--- config.mk ---
export PLATFORM = sky130hd
export DESIGN_NAME = alu_arbiter
export DESIGN_NICKNAME = d
export VERILOG_FILES = /design/src/rtl/riscv_32i_defs_pkg.sv /design/src/rtl/alu_intf.sv /design/src/rtl/alu.sv /design/src/rtl/alu_arbiter.sv
export SDC_FILE = /design/constraint.sdc
export NUM_CORES = 1
export LEC_CHECK = 0
export BUFFER_PORTS_ARGS = -buffer_cell sky130_fd_sc_hd__buf_4
export CAP_MARGIN = 20
export CORE_MARGIN = 2
export CORE_UTILIZATION = 45
export DETAILED_ROUTE_END_ITERATION = 6
export PLACE_DENSITY = 0.68
export RECOVER_POWER = 50
export SLEW_MARGIN = 20
export SYNTH_ARGS = -nofsm -noshare
export SYNTH_HDL_FRONTEND = slang
export SYNTH_HIERARCHICAL = 1
export SYNTH_SLANG_ARGS = --single-unit
--- constraint.sdc ---
create_clock -name clk -period 9.46 [get_ports clk]
set_input_delay 0.946 -clock clk [delete_from_list [all_inputs] [get_ports clk]]
set_output_delay 0.946 -clock clk [all_outputs]
set_load 0.1 [all_outputs]
--- src/rtl/riscv_32i_defs_pkg.sv ---
// Shared RV32I datapath types: the 32-bit machine word and the ALU operation encoding.
package riscv_32i_defs_pkg;

    typedef logic [31:0] word_t;

    typedef enum logic [3:0] {
        ALU_ADD  = 4'd0,
        ALU_SUB  = 4'd1,
        ALU_AND  = 4'd2,
        ALU_OR   = 4'd3,
        ALU_XOR  = 4'd4,
        ALU_SLL  = 4'd5,
        ALU_SRL  = 4'd6,
        ALU_SRA  = 4'd7,
        ALU_SLT  = 4'd8,
        ALU_SLTU = 4'd9
    } alu_op_t;

endpackage

--- src/rtl/alu_intf.sv ---
// Bundle of the ALU port signals, so monitors can observe the ALU inside its parent block.
interface alu_intf;
    import riscv_32i_defs_pkg::*;

    alu_op_t op;
    word_t   a;
    word_t   b;
    word_t   result;
    logic    zero;

    modport dut (input op, a, b, output result, zero);
    modport mon (input op, a, b, result, zero);
endinterface

--- src/rtl/alu.sv ---
// Purely combinational RV32I ALU; shift amounts use the low five bits of operand B.
module alu
    import riscv_32i_defs_pkg::*;
(
    input  alu_op_t     op,
    input  word_t       a,
    input  word_t       b,
    output word_t       result,
    output logic        zero
);

    logic signed [31:0] a_s;
    logic signed [31:0] b_s;

    assign a_s = a;
    assign b_s = b;

    always_comb begin
        result = '0;
        case (op)
            ALU_ADD:  result = a + b;
            ALU_SUB:  result = a - b;
            ALU_AND:  result = a & b;
            ALU_OR:   result = a | b;
            ALU_XOR:  result = a ^ b;
            ALU_SLL:  result = a << b[4:0];
            ALU_SRL:  result = a >> b[4:0];
            ALU_SRA:  result = word_t'(a_s >>> b[4:0]);
            ALU_SLT:  result = {31'd0, a_s < b_s};
            ALU_SLTU: result = {31'd0, a < b};
            default:  result = '0;
        endcase
    end

    assign zero = (result == '0);

endmodule

--- src/rtl/alu_arbiter.sv ---
// Round-robin arbiter sharing one ALU between two requesters (IDLE -> EXEC -> RESP).
// Optional per-requester grant counters are built when ALU_ARBITER_STATS_EN is defined.
module alu_arbiter
    import riscv_32i_defs_pkg::*;
#(
    parameter int NUM_REQ = 2
) (
    input  logic              clk,
    input  logic              rst,
    input  logic [1:0]        req_valid,
    output logic [1:0]        req_ready,
    input  alu_op_t           req_op [NUM_REQ],
    input  word_t             req_a  [NUM_REQ],
    input  word_t             req_b  [NUM_REQ],
    output logic              rsp_valid,
    input  logic              rsp_ready,
    output logic              rsp_id,
    output word_t             rsp_result,
    output logic              rsp_zero,
    output logic [31:0]       grant_cnt [NUM_REQ]
);

    typedef enum logic [1:0] {IDLE, EXEC, RESP} state_t;

    state_t     state, state_nx;
    logic [1:0] grant;
    logic       last_grant;
    logic       id_p0;
    alu_op_t    op_p0;
    word_t      a_p0;
    word_t      b_p0;
    word_t      res_p1;
    logic       zero_p1;

    alu_intf alu_if ();

    // Both valid: the requester not served last wins; otherwise serve whoever asks.
    always_comb begin
        grant = req_valid;
        if (req_valid == 2'b11)
            grant = last_grant ? 2'b01 : 2'b10;
    end

    always_ff @(posedge clk) begin
        if (rst) state <= IDLE;
        else     state <= state_nx;
    end

    always_comb begin
        state_nx = state;
        case (state)
            IDLE:    if (req_valid != 2'b00) state_nx = EXEC;
            EXEC:    state_nx = RESP;
            RESP:    if (rsp_ready) state_nx = IDLE;
            default: state_nx = IDLE;
        endcase
    end

    always_comb begin
        req_ready = 2'b00;
        rsp_valid = 1'b0;
        if (!rst && state == IDLE) req_ready = grant;
        if (state == RESP)         rsp_valid = 1'b1;
    end

    // Stage p0: capture the granted request
    always_ff @(posedge clk) begin
        if (rst) begin
            last_grant <= 1'b1;
            id_p0      <= 1'b0;
        end else if (req_ready != 2'b00) begin
            last_grant <= req_ready[1];
            id_p0      <= req_ready[1];
        end
    end

    always_ff @(posedge clk) begin
        if (req_ready != 2'b00) begin
            op_p0 <= req_op[req_ready[1]];
            a_p0  <= req_a[req_ready[1]];
            b_p0  <= req_b[req_ready[1]];
        end
    end

    assign alu_if.op = op_p0;
    assign alu_if.a  = a_p0;
    assign alu_if.b  = b_p0;

    alu u_alu (
        .op     (alu_if.op),
        .a      (alu_if.a),
        .b      (alu_if.b),
        .result (alu_if.result),
        .zero   (alu_if.zero)
    );

    // Stage p1: register the ALU result for the response
    always_ff @(posedge clk) begin
        if (rst) begin
            res_p1  <= '0;
            zero_p1 <= 1'b0;
        end else if (state == EXEC) begin
            res_p1  <= alu_if.result;
            zero_p1 <= alu_if.zero;
        end
    end

    assign rsp_id     = id_p0;
    assign rsp_result = res_p1;
    assign rsp_zero   = zero_p1;

`ifdef ALU_ARBITER_STATS_EN
    logic [31:0] grant_cnt_q [NUM_REQ];

    always_ff @(posedge clk) begin
        for (int i = 0; i < NUM_REQ; i++) begin
            if (rst)
                grant_cnt_q[i] <= '0;
            else if (req_ready[i] && grant_cnt_q[i] != 32'hFFFF_FFFF)
                grant_cnt_q[i] <= grant_cnt_q[i] + 32'd1;
        end
    end

    assign grant_cnt = grant_cnt_q;
`else
    for (genvar g = 0; g < NUM_REQ; g++) begin : g_no_stats
        assign grant_cnt[g] = '0;
    end
`endif

endmodule
==> out/summary.txt, run 1 <==
================================================================================
Placed insts                                                                2329
Clock tree skew after final layout                                    0.00983 ns
Wire length of the first global-routing pass                             95.5 mm
Routed vias                                                                15580
Global routing usage on met1                                               51.8%
Classification of the worst setup path                                 in -> out
Main flop type after synthesis                                      sky130_fd_sc_hd__edfxtp_1
Width of the die                                                          185 µm
Maximum clock insertion buffer count                                           2
Worst IR drop on VDD                                                  0.000116 V
Count of buffers inserted at the top-level ports                             177
Worst Setup Slack post-DPL                                               3.97 ns
Gpl congestion                                                              1.06
Largest cells by area after synthesis                               sky130_fd_sc_hd__edfxtp_1, sky130_fd_sc_hd__ha_1, sky130_fd_sc_hd__mux2_4
Number of buffers inserted by post-CTS setup repair                            0
Violations in the final reports                                     capacitance limit, slew limit
Core area                                                              32400 µm²
Number of top-level design ports                                             242
Clock-pin transition on the worst setup and hold timing paths            0.07 ns
Ratio of cells with drive above 1 in the final layout                      17.3%
Total congestion overflow after global routing                                 0
Total Power                                                              2.07 mW
Num Clock Sinks                                                              105
Min cycle time layout                                                    5.59 ns
Leakage power                                                            6.66 nW
Master cell of the clock root buffer                                sky130_fd_sc_hd__clkbuf_16
Total power density per cell area                                     128 nW/µm²
Post-detailed-route count of antenna-violating nets                            0
MaxCap Viol Count                                                              3
Endpoint class of the critical path                                  output port
Largest fanout on the critical path                                           37
Violation count after the first detailed-route iteration                    2599
Final Cycle Share                                                          59.1%
Status                                                              finished with violations
Met3 track demand over resource                                            8.81%
Pin slew with the least headroom to its limit                            3.32 ns
# H-tree levels                                                                3
Remaining routing DRC violations                                               0
Via count of the first global-routing pass                                 14112
Final total negative setup slack                                            0 ns
Fraction of the core area covered by cells at the end of the flow          49.8%
Synth Area per Inst                                                     8.13 µm²
Hold-fix buffer count after cts                                                0
Quantity of gates resized following cts                                        0
Post-Route Hold Slack                                                   0.454 ns
Design Area, Final                                                     16100 µm²
Total wire length after detailed routing                                 66.5 mm
Synthesized cell area                                                  14700 µm²
Peak clock frequency supported by timing                               0.179 GHz
Endpoints failing setup                                                        0
Met2 layer usage reported by global route                                  57.2%
Count of endpoints failing hold in the final timing report                     0
Number of enable-type register cells in the synthesized netlist               68
CTS tree                                                                    done
Detailed-route wire length per cell                                      28.3 µm
Placed cell areas                                                      16100 µm²
Synthesized netlist cell count                                              1810
Critical path data arrival time                                          4.64 ns
Router iterations before antenna repair                                        6
Number of synthesized register bits                                          105
Path type of the worst min-delay path                                 reg -> reg
Detailed placement HPWL                                                  51.1 mm
Number of vias per cell                                                     6.64
Max Transition Viols Final                                                   137
Number of distinct library cells after synthesis                              90
Clock latency on the worst-skew pair                                     0.39 ns
Number of buffers created by CTS                                               9
Critical path launch point type                                     primary input
YS warnings                                                                    6
Area Growth Syn to Fin                                                     9.49%
Area fraction of the dominant cell type after synthesis                    13.9%
Final Net Count                                                             2139
Proportion of synthesized chip area in sequential cells                    18.9%
Largest net degree at the start of global routing                             75
Die area                                                               34200 µm²
Async set-or-reset flop fraction in the synthesized netlist                   0%
Final setup margin                                                       3.87 ns
Worst relative slew slack                                                  -121%
Post-route non-filler standard cell count                                   2347
Effective utilization at floorplan                                         45.5%
Peak-usage layer in the global routing report                               met2
Largest area contributor in the netlist                             sky130_fd_sc_hd__edfxtp_1
Required arrival time at the worst endpoint                              8.51 ns
Overall fraction of global-route tracks in use                             38.4%
Unrepaired setup endpoints after global routing                               no
Die boundary height                                                       185 µm
Initial antenna violation count                                                1
Standard-cell row count                                                       66
================================================================================
[worst max-delay path: stages]
cell and delay, ns:
sky130_fd_sc_hd__clkbuf_1 1.11, sky130_fd_sc_hd__nor3_1 0.33, sky130_fd_sc_hd__nand3_4 0.18, sky130_fd_sc_hd__clkbuf_1 1.62
sky130_fd_sc_hd__inv_1 0.11, sky130_fd_sc_hd__buf_4 0.32
[registers in the layout, summed over array words and instances (netlist names)]
signal / count
a_p0: 32
alu_if.b: 32
alu_if.op: 4
last_grant: 1
rsp_id: 1
rsp_result: 32
rsp_zero: 1
state: 2
[where the power goes]
group / total, mW / internal, mW / switching [mW] / leakage, nW
Clock: 0.393 / 0.200 / 0.193 / 0.149
Combinational: 1.09 / 0.334 / 0.759 / 5.57
Sequential: 0.580 / 0.530 / 0.0503 / 0.939
[layout by cell type, fill, tap and decap left out, types with 12 or more instances in the layout]
master and n:
sky130_fd_sc_hd__a211o_1 12, sky130_fd_sc_hd__conb_1 64, sky130_fd_sc_hd__a221oi_1 18, sky130_fd_sc_hd__o211ai_1 30
sky130_fd_sc_hd__xnor2_1 12, sky130_fd_sc_hd__a21o_1 18, sky130_fd_sc_hd__mux2_4 35, sky130_fd_sc_hd__o21ai_0 94
sky130_fd_sc_hd__mux2_2 35, sky130_fd_sc_hd__nand2b_1 17, sky130_fd_sc_hd__nor2_1 139, sky130_fd_sc_hd__a211oi_1 28
sky130_fd_sc_hd__buf_4 175, sky130_fd_sc_hd__a2111oi_0 14, sky130_fd_sc_hd__a31oi_1 19, sky130_fd_sc_hd__a21oi_1 140
sky130_fd_sc_hd__o22ai_1 26, sky130_fd_sc_hd__a22oi_1 12, sky130_fd_sc_hd__nand2_1 190, sky130_fd_sc_hd__edfxtp_1 68
sky130_fd_sc_hd__o2111ai_1 14, sky130_fd_sc_hd__mux4_2 36, sky130_fd_sc_hd__nor2b_1 21, sky130_fd_sc_hd__dfxtp_1 37
sky130_fd_sc_hd__nor4_1 27, sky130_fd_sc_hd__mux2_1 33, sky130_fd_sc_hd__nand4_1 12, sky130_fd_sc_hd__inv_1 98
sky130_fd_sc_hd__nand3_1 25, sky130_fd_sc_hd__mux2i_1 55, sky130_fd_sc_hd__ha_1 98, sky130_fd_sc_hd__o21a_1 15
sky130_fd_sc_hd__clkbuf_1 39, sky130_fd_sc_hd__nor3_1 47
[worst paths after layout]
kind | slack [ns] | depth (start not counted) | start | endpoint
setup / recovery | 3.87 | 6 | rst | req_ready[1]
hold / removal | 0.45 | 2 | rsp_result[9] | rsp_result[9]
setup reg to reg | 3.88 | 14 | alu_if.b[0] | rsp_zero
hold reg to reg | 0.45 | 2 | rsp_result[9] | rsp_result[9]
[area by class of cell]
class | count | area, µm²
Tap cell | 442 | 553
Inverter | 102 | 383
Fill cell | 3281 | 16300
Clock buffer | 10 | 250
Clock inverter | 6 | 58.8
Timing Repair Buffer | 215 | 1480
Sequential cell | 105 | 2780
Antenna cell | 2 | 5.00
Multi-Input combinational cell | 1465 | 10600
[cells in the mapped netlist (all sizes together) (8+ instances only)]
master and instances:
or2 8, o31ai 8, mux2i 55, a211oi 28, a22oi 12, nand3 26
nor3 47, or4 9, nand2b 17, mux4 37, nand3b 8, and3 10
nand4 13, a211o 12, dfxtp 37, ha 98, clkbuf 88, nor2 139
and2 10, a21o 18, o211ai 30, a31oi 19, nor2b 22, a221oi 18
inv 100, o2111ai 14, o21a 15, o21ai 96, mux2 103, edfxtp 68
nand2 190, xnor2 12, a21oi 140, nor4 29, a2111oi 15, o22ai 26
buf 113
[cell families after synthesis]
kind of cell    synth area share [%]
simple gates                    18.3
compound gates                  24.2
buf+inv                         10.0
mux                             19.0
flops                           18.9
fa+ha+maj                       8.60
xor+xnor                       0.892
other cells                   0.0255
[per-layer routing]
metal	share of wire [%]	wire length [µm]
met2	43	28500
met4	5.6	3720
met5	0	0
met3	11	7510
met1	40	26800
(Power assumes the default switching activity.)
==> inputs of run 2 (changes only) <==
- ABC_AREA: not set -> 1
- clock period: 9.46 -> 5.3 ns (I/O delays scaled with it)
==> out/summary.txt, run 2 <==
================================================================================
Routed vias                                                                18513   was 15580
Synthesized netlist cell count                                              2705   was 1810
Synth Area per Inst                                                     5.63 µm²   was 8.13 µm²
MaxCap Viol Count                                                              3   unchanged
Number of vias per cell                                                     5.71   was 6.64
Required arrival time at the worst endpoint                              4.77 ns   was 8.51 ns
Total Power                                                              3.89 mW   was 2.07 mW
Core area                                                              33400 µm²   was 32400 µm²
Post-detailed-route count of antenna-violating nets                            0   unchanged
Initial antenna violation count                                                0   was 1
Number of synthesized register bits                                          105   unchanged
Largest area contributor in the netlist                             sky130_fd_sc_hd__nand2_1   was sky130_fd_sc_hd__edfxtp_1
Proportion of synthesized chip area in sequential cells                    18.3%   was 18.9%
Number of distinct library cells after synthesis                              48   was 90
Worst setup slack for register-to-register paths                         1.24 ns   was 3.88 ns
Clock tree skew after final layout                                    0.00859 ns   was 0.00983 ns
Largest net degree at the start of global routing                             75   unchanged
Hold-fix buffer count after cts                                                0   unchanged
Master cell of the clock root buffer                                sky130_fd_sc_hd__clkbuf_16   unchanged
Async set-or-reset flop fraction in the synthesized netlist                   0%   unchanged
Filler instances                                                            3641   was 3281
Classification of the worst setup path                                 in -> out   unchanged
Clock latency on the worst-skew pair                                     0.39 ns   about the same
Endpoints failing setup                                                        0   unchanged
Final Net Count                                                             3031   was 2139
Post-Route Hold Slack                                                   0.387 ns   was 0.454 ns
Synthesized cell area                                                  15200 µm²   was 14700 µm²
Width of the die                                                          188 µm   was 185 µm
Main flop type after synthesis                                      sky130_fd_sc_hd__edfxtp_1   unchanged
Number of buffers created by CTS                                               9   unchanged
Remaining routing DRC violations                                              12   was 0
Peak clock frequency supported by timing                               0.225 GHz
Detailed placement HPWL                                                  56.0 mm   was 51.1 mm
Quantity of gates resized following cts                                        0   unchanged
Area Growth Syn to Fin                                                     8.67%   was 9.49%
Number of enable-type register cells in the synthesized netlist               68   unchanged
Commonest cells in the synthesized netlist                          sky130_fd_sc_hd__nand2_1, sky130_fd_sc_hd__nand3_1, sky130_fd_sc_hd__inv_1   was sky130_fd_sc_hd__nand2_1, sky130_fd_sc_hd__a21oi_1, sky130_fd_sc_hd__nor2_1
Area fraction of the dominant cell type after synthesis                    21.7%   was 13.9%
Maximum clock insertion buffer count                                           2   unchanged
Leading cell types in the layout, fill and taps excluded            sky130_fd_sc_hd__nand2_1, sky130_fd_sc_hd__nand3_1, sky130_fd_sc_hd__inv_1, sky130_fd_sc_hd__nor2_1, sky130_fd_sc_hd__buf_4   was sky130_fd_sc_hd__nand2_1, sky130_fd_sc_hd__buf_4, sky130_fd_sc_hd__a21oi_1, sky130_fd_sc_hd__nor2_1
Flip-flop and latch area                                                2780 µm²   unchanged
Path type of the worst min-delay path                                  in -> reg   was reg -> reg
Die area                                                               35300 µm²   was 34200 µm²
YS warnings                                                                    6   unchanged
Most repeated cell in the gate-level netlist after synthesis        sky130_fd_sc_hd__nand2_1   unchanged
Worst relative slew slack                                                 -43.1%   was -121%
Standard-cell row count                                                       67   was 66
Overall fraction of global-route tracks in use                             38.5%   was 38.4%
Number of top-level design ports                                             242   unchanged
Worst IR drop on VDD                                                  0.000215 V   was 0.000116 V
Endpoint class of the critical path                                  output port   unchanged
Count of endpoints failing hold in the final timing report                     0   unchanged
Wire length of the first global-routing pass                              103 mm   was 95.5 mm
Min cycle time layout                                                    4.44 ns
Pin slew with the least headroom to its limit                            2.14 ns   was 3.32 ns
# H-tree levels                                                                3   unchanged
Violations in the final reports                                     DRC, capacitance limit, slew limit   was capacitance limit, slew limit
Largest fanout on the critical path                                           69   was 37
Number of buffers inserted by post-CTS setup repair                            0   unchanged
Total power density per cell area                                     235 nW/µm²   was 128 nW/µm²
Most common cell after layout, fill and taps aside                  sky130_fd_sc_hd__nand2_1   unchanged
Ant diodes                                                                     0   was 2
Largest cells by area after synthesis                               sky130_fd_sc_hd__nand2_1, sky130_fd_sc_hd__nand3_1, sky130_fd_sc_hd__edfxtp_1   was sky130_fd_sc_hd__edfxtp_1, sky130_fd_sc_hd__ha_1, sky130_fd_sc_hd__mux2_4
Count of buffers inserted at the top-level ports                             177   unchanged
Num Clock Sinks                                                              105   unchanged
Fraction of the core area covered by cells at the end of the flow          49.4%   was 49.8%
Total wire length after detailed routing                                 69.2 mm   was 66.5 mm
CTS tree                                                                    done   unchanged
Leakage power                                                            8.74 nW   was 6.66 nW
Die boundary height                                                       188 µm   was 185 µm
Clock-pin transition on the worst setup and hold timing paths            0.08 ns   was 0.07 ns
Violation count after the first detailed-route iteration                    2096   was 2599
Area of the multi-input gates                                          10300 µm²   was 10600 µm²
Final total negative setup slack                                            0 ns   unchanged
Ratio of cells with drive above 1 in the final layout                      7.84%   was 17.3%
Gpl congestion                                                              1.02   was 1.06
Router iterations before antenna repair                                        7   was 6
Effective utilization at floorplan                                         45.5%   about the same
Status                                                              finished with violations   unchanged
Max Transition Viols Final                                                   142   was 137
Final Cycle Share                                                          83.7%
Via count of the first global-routing pass                                 17409   was 14112
Unrepaired setup endpoints after global routing                               no   unchanged
Detailed-route wire length per cell                                      21.3 µm   was 28.3 µm
Critical path launch point type                                     primary input   unchanged
Critical path data arrival time                                          3.91 ns   was 4.64 ns
Total congestion overflow after global routing                                 0   unchanged
================================================================================
run 2: cell count changes after synthesis, sizes merged, moves of 37 or more:
cell	previous run	this run
nor2	139	274
nand3	26	457
o21ai	96	150
buf	113	153
mux4	37	0
clkbuf	88	32
nand2	190	892
mux2	103	0
inv	100	343
mux2i	55	1
a21oi	140	71
run 2: layout make-up:
class,instances,area share (%)
Clock inverter,4,0.257
Timing Repair Buffer,196,8.04
Tap cell,448,3.39
Sequential cell,105,16.8
Multi-Input combinational cell,2134,62.0
Inverter,344,7.82
Clock buffer,12,1.62
run 2: cells by family after synthesis:
| group | count (synthesis) | share of synthesized area [%] |
|---|---|---|
| and+or+nand+nor | 1690 | 47.3 |
| buffers and inverters | 529 | 15.9 |
| AOI/OAI and AO/OA | 279 | 10.0 |
| DFF | 105 | 18.3 |
| adders and majority gates | 100 | 8.32 |
| muxes | 1 | 0.0658 |
| other | 1 | 0.0246 |
run 2: power breakdown:
part / switching [mW] / internal, mW / total [mW] / leakage, nW
Combinational: 1.62 / 0.502 / 2.12 / 7.64
Clock: 0.369 / 0.371 / 0.740 / 0.154
Sequential: 0.0765 / 0.956 / 1.03 / 0.944
Total: 2.06 / 1.83 / 3.89 / 8.74
run 2: metal layers:
metal  wire length [µm]  GRT usage, %  vias to the layer above
met2              31100          63.0                     1030
li1                   -             -                     8729
met1              27600          48.9                     8563
met5                  0             0                        -
met4               4270          20.9                        0
met3               6240          5.80                      191
run 2: final timing paths:
path                  startpoint             end  cells after the start
hold / removal               rst        state[1]                      2
setup / recovery             rst    req_ready[1]                      5
hold reg to reg   rsp_result[15]  rsp_result[15]                      2
setup reg to reg         a_p0[2]        rsp_zero                     18
run 2: worst max-delay path, stage by stage:
cell and delay, ns:
sky130_fd_sc_hd__clkbuf_1 0.11, sky130_fd_sc_hd__inv_1 0.83, sky130_fd_sc_hd__nand2_1 1.52, sky130_fd_sc_hd__nor2_8 0.54, sky130_fd_sc_hd__buf_4 0.36
run 2: metrics by stage:
stage               setup slack [ns]  cell area, µm²  std cells
floorplan                       2.45           15500       2768
global placement                1.42           16400       3227
detailed placement              1.48           16400       3227
CTS                             1.44           16700       3243
global route                   0.558           16500       3243
finish                         0.862           16500       3243
==> inputs of run 3 (changes only) <==
- clock period: 5.3 -> 4.3 ns (I/O delays scaled with it)
==> out/summary.txt, run 3 (synthesis gave the netlist of run 2 again) <==
================================================================================
Status                                                              finished with violations   unchanged
MaxCap Viol Count                                                              1   was 3
Peak clock frequency supported by timing                               0.253 GHz
Required arrival time at the worst endpoint                              4.63 ns   was 4.77 ns
Area Growth Syn to Fin                                                     8.88%   was 8.67%
Remaining routing DRC violations                                               0   was 12
CTS tree                                                                    done   unchanged
Initial antenna violation count                                                3   was 0
Core area                                                              33400 µm²   unchanged
Path type of the worst min-delay path                                  in -> reg   unchanged
Master cell of the clock root buffer                                sky130_fd_sc_hd__clkbuf_16   unchanged
Routed vias                                                                18483   was 18513
Die area                                                               35300 µm²   unchanged
Width of the die                                                          188 µm   unchanged
Hold-fix buffer count after cts                                                0   unchanged
Leading cell types in the layout, fill and taps excluded            sky130_fd_sc_hd__nand2_1, sky130_fd_sc_hd__nand3_1, sky130_fd_sc_hd__inv_1, sky130_fd_sc_hd__nor2_1, sky130_fd_sc_hd__buf_4   unchanged
Clock latency on the worst-skew pair                                     0.39 ns   about the same
Total Power                                                              4.69 mW   was 3.89 mW
Largest fanout on the critical path                                            8   was 69
Maximum clock insertion buffer count                                           2   unchanged
Num Clock Sinks                                                              105   unchanged
Router iterations before antenna repair                                        6   was 7
Final Cycle Share                                                          91.9%
Overall fraction of global-route tracks in use                             37.5%   was 38.5%
Cell with the most instances on the worst path                      sky130_fd_sc_hd__nand2_1
Total congestion overflow after global routing                                 0   unchanged
Violations in the final reports                                     capacitance limit, slew limit   was DRC, capacitance limit, slew limit
Number of top-level design ports                                             242   unchanged
Post-detailed-route count of antenna-violating nets                            0   unchanged
Worst relative slew slack                                                 -22.7%   was -43.1%
Detailed placement HPWL                                                  54.3 mm   was 56.0 mm
Worst IR drop on VDD                                                  0.000299 V   was 0.000215 V
Ratio of cells with drive above 1 in the final layout                      8.16%   was 7.84%
Number of vias per cell                                                     5.68   was 5.71
Final setup margin                                                      0.347 ns   was 0.862 ns
Min cycle time layout                                                    3.95 ns
Total power density per cell area                                     283 nW/µm²   was 235 nW/µm²
Detailed-route wire length per cell                                      20.4 µm   was 21.3 µm
Clock tree skew after final layout                                     0.0113 ns   was 0.00859 ns
Endpoint class of the critical path                                    flip-flop   was output port
Most common cell after layout, fill and taps aside                  sky130_fd_sc_hd__nand2_1   unchanged
Via count of the first global-routing pass                                 17168   was 17409
Count of buffers inserted at the top-level ports                             177   unchanged
Wire length of the first global-routing pass                              101 mm   was 103 mm
Final total negative setup slack                                            0 ns   unchanged
Post-Route Hold Slack                                                   0.299 ns   was 0.387 ns
Placed insts                                                                3237   was 3227
Largest net degree at the start of global routing                             75   unchanged
Max Transition Viols Final                                                    35   was 142
Die boundary height                                                       188 µm   unchanged
Fraction of the core area covered by cells at the end of the flow          49.5%   was 49.4%
Number of buffers inserted by post-CTS setup repair                            0   unchanged
Count of endpoints failing hold in the final timing report                     0   unchanged
Number of buffers created by CTS                                               9   unchanged
# H-tree levels                                                                3   unchanged
Critical Path Slowest Stage Cell                                    sky130_fd_sc_hd__ha_1   was sky130_fd_sc_hd__nand2_1
Effective utilization at floorplan                                         45.5%   unchanged
Standard-cell row count                                                       67   unchanged
Design Area, Final                                                     16600 µm²   was 16500 µm²
Post-route non-filler standard cell count                                   3254   was 3243
Endpoints failing setup                                                        0   unchanged
Gpl congestion                                                              1.06   was 1.02
Violation count after the first detailed-route iteration                    2206   was 2096
Pin slew with the least headroom to its limit                            1.84 ns   was 2.14 ns
Quantity of gates resized following cts                                        0   unchanged
Worst Setup Slack post-DPL                                              0.518 ns   was 1.48 ns
Leakage power                                                            8.76 nW   was 8.74 nW
Total wire length after detailed routing                                 66.4 mm   was 69.2 mm
Classification of the worst setup path                                reg -> reg   was in -> out
Critical path cell sequence                                         inv_1, ha_1, nand2_1, nor2_1, nand3_1, nand3_1, nand2_1, nand2_1, nand2_1, nand2_1, nor2_1, nor2_1, nand2_1, nor2_1, nand2_1, nor2_1, nand2_1, nor2_1, o21ai_0, nor2_1   was clkbuf_1, inv_1, nand2_1, nor2_8, buf_4
Critical path data arrival time                                          4.29 ns   was 3.91 ns
Placed cell areas                                                      16400 µm²   about the same
Clock-pin transition on the worst setup and hold timing paths            0.08 ns   about the same
Critical path launch point type                                        flip-flop   was primary input
Final Net Count                                                             3041   was 3031
Delay contributed by the slowest stage of the critical path              0.56 ns   was 1.52 ns
Unrepaired setup endpoints after global routing                               no   unchanged
================================================================================
[run 3: report_power, final]
part,switching [mW],internal (mW)
clock network,0.429,0.404
logic,1.97,0.622
registers,0.0891,1.18
total,2.48,2.20
[run 3: worst paths after layout]
path / startpoint / endpoint / slack [ns] / cells after the start
worst max-delay path: a_p0[8] / rsp_zero / 0.35 / 20
worst min-delay path: rsp_ready / state[1] / 0.30 / 4
worst max register to register: a_p0[8] / rsp_zero / 0.35 / 20
worst min register to register: rsp_result[26] / rsp_result[26] / 0.49 / 2
[run 3: worst max-delay path: cells and delay by family (launching register included)]
| family | cells | cell delay (ns) |
|---|---|---|
| buffers and inverters | 1 | 0.10 |
| AO/OA/AOI/OAI | 1 | 0.10 |
| adder cells (fa/ha/maj) | 1 | 0.56 |
| flip-flops | 1 | 0.53 |
| AND/OR/NAND/NOR | 17 | 2.60 |
[run 3: area by class of cell]
type	instances	area, µm²
well taps	448	561
inverters	344	1290
clock inverters	7	57.6
flip-flops and latches	105	2780
fillers	3702	16900
clock buffers	9	225
repair buffers	206	1410
diodes	1	2.50
multi-input cells	2134	10200
[run 3: metal layers]
layer	track usage, %	share of wire [%]	vias up	wire length [µm]
met5	0	0.035	-	23
met4	17.0	4.6	4	3020
met3	6.96	9.0	150	5970
met2	59.7	45	925	29700
met1	49.3	42	8637	27700
li1	-	-	8767	-
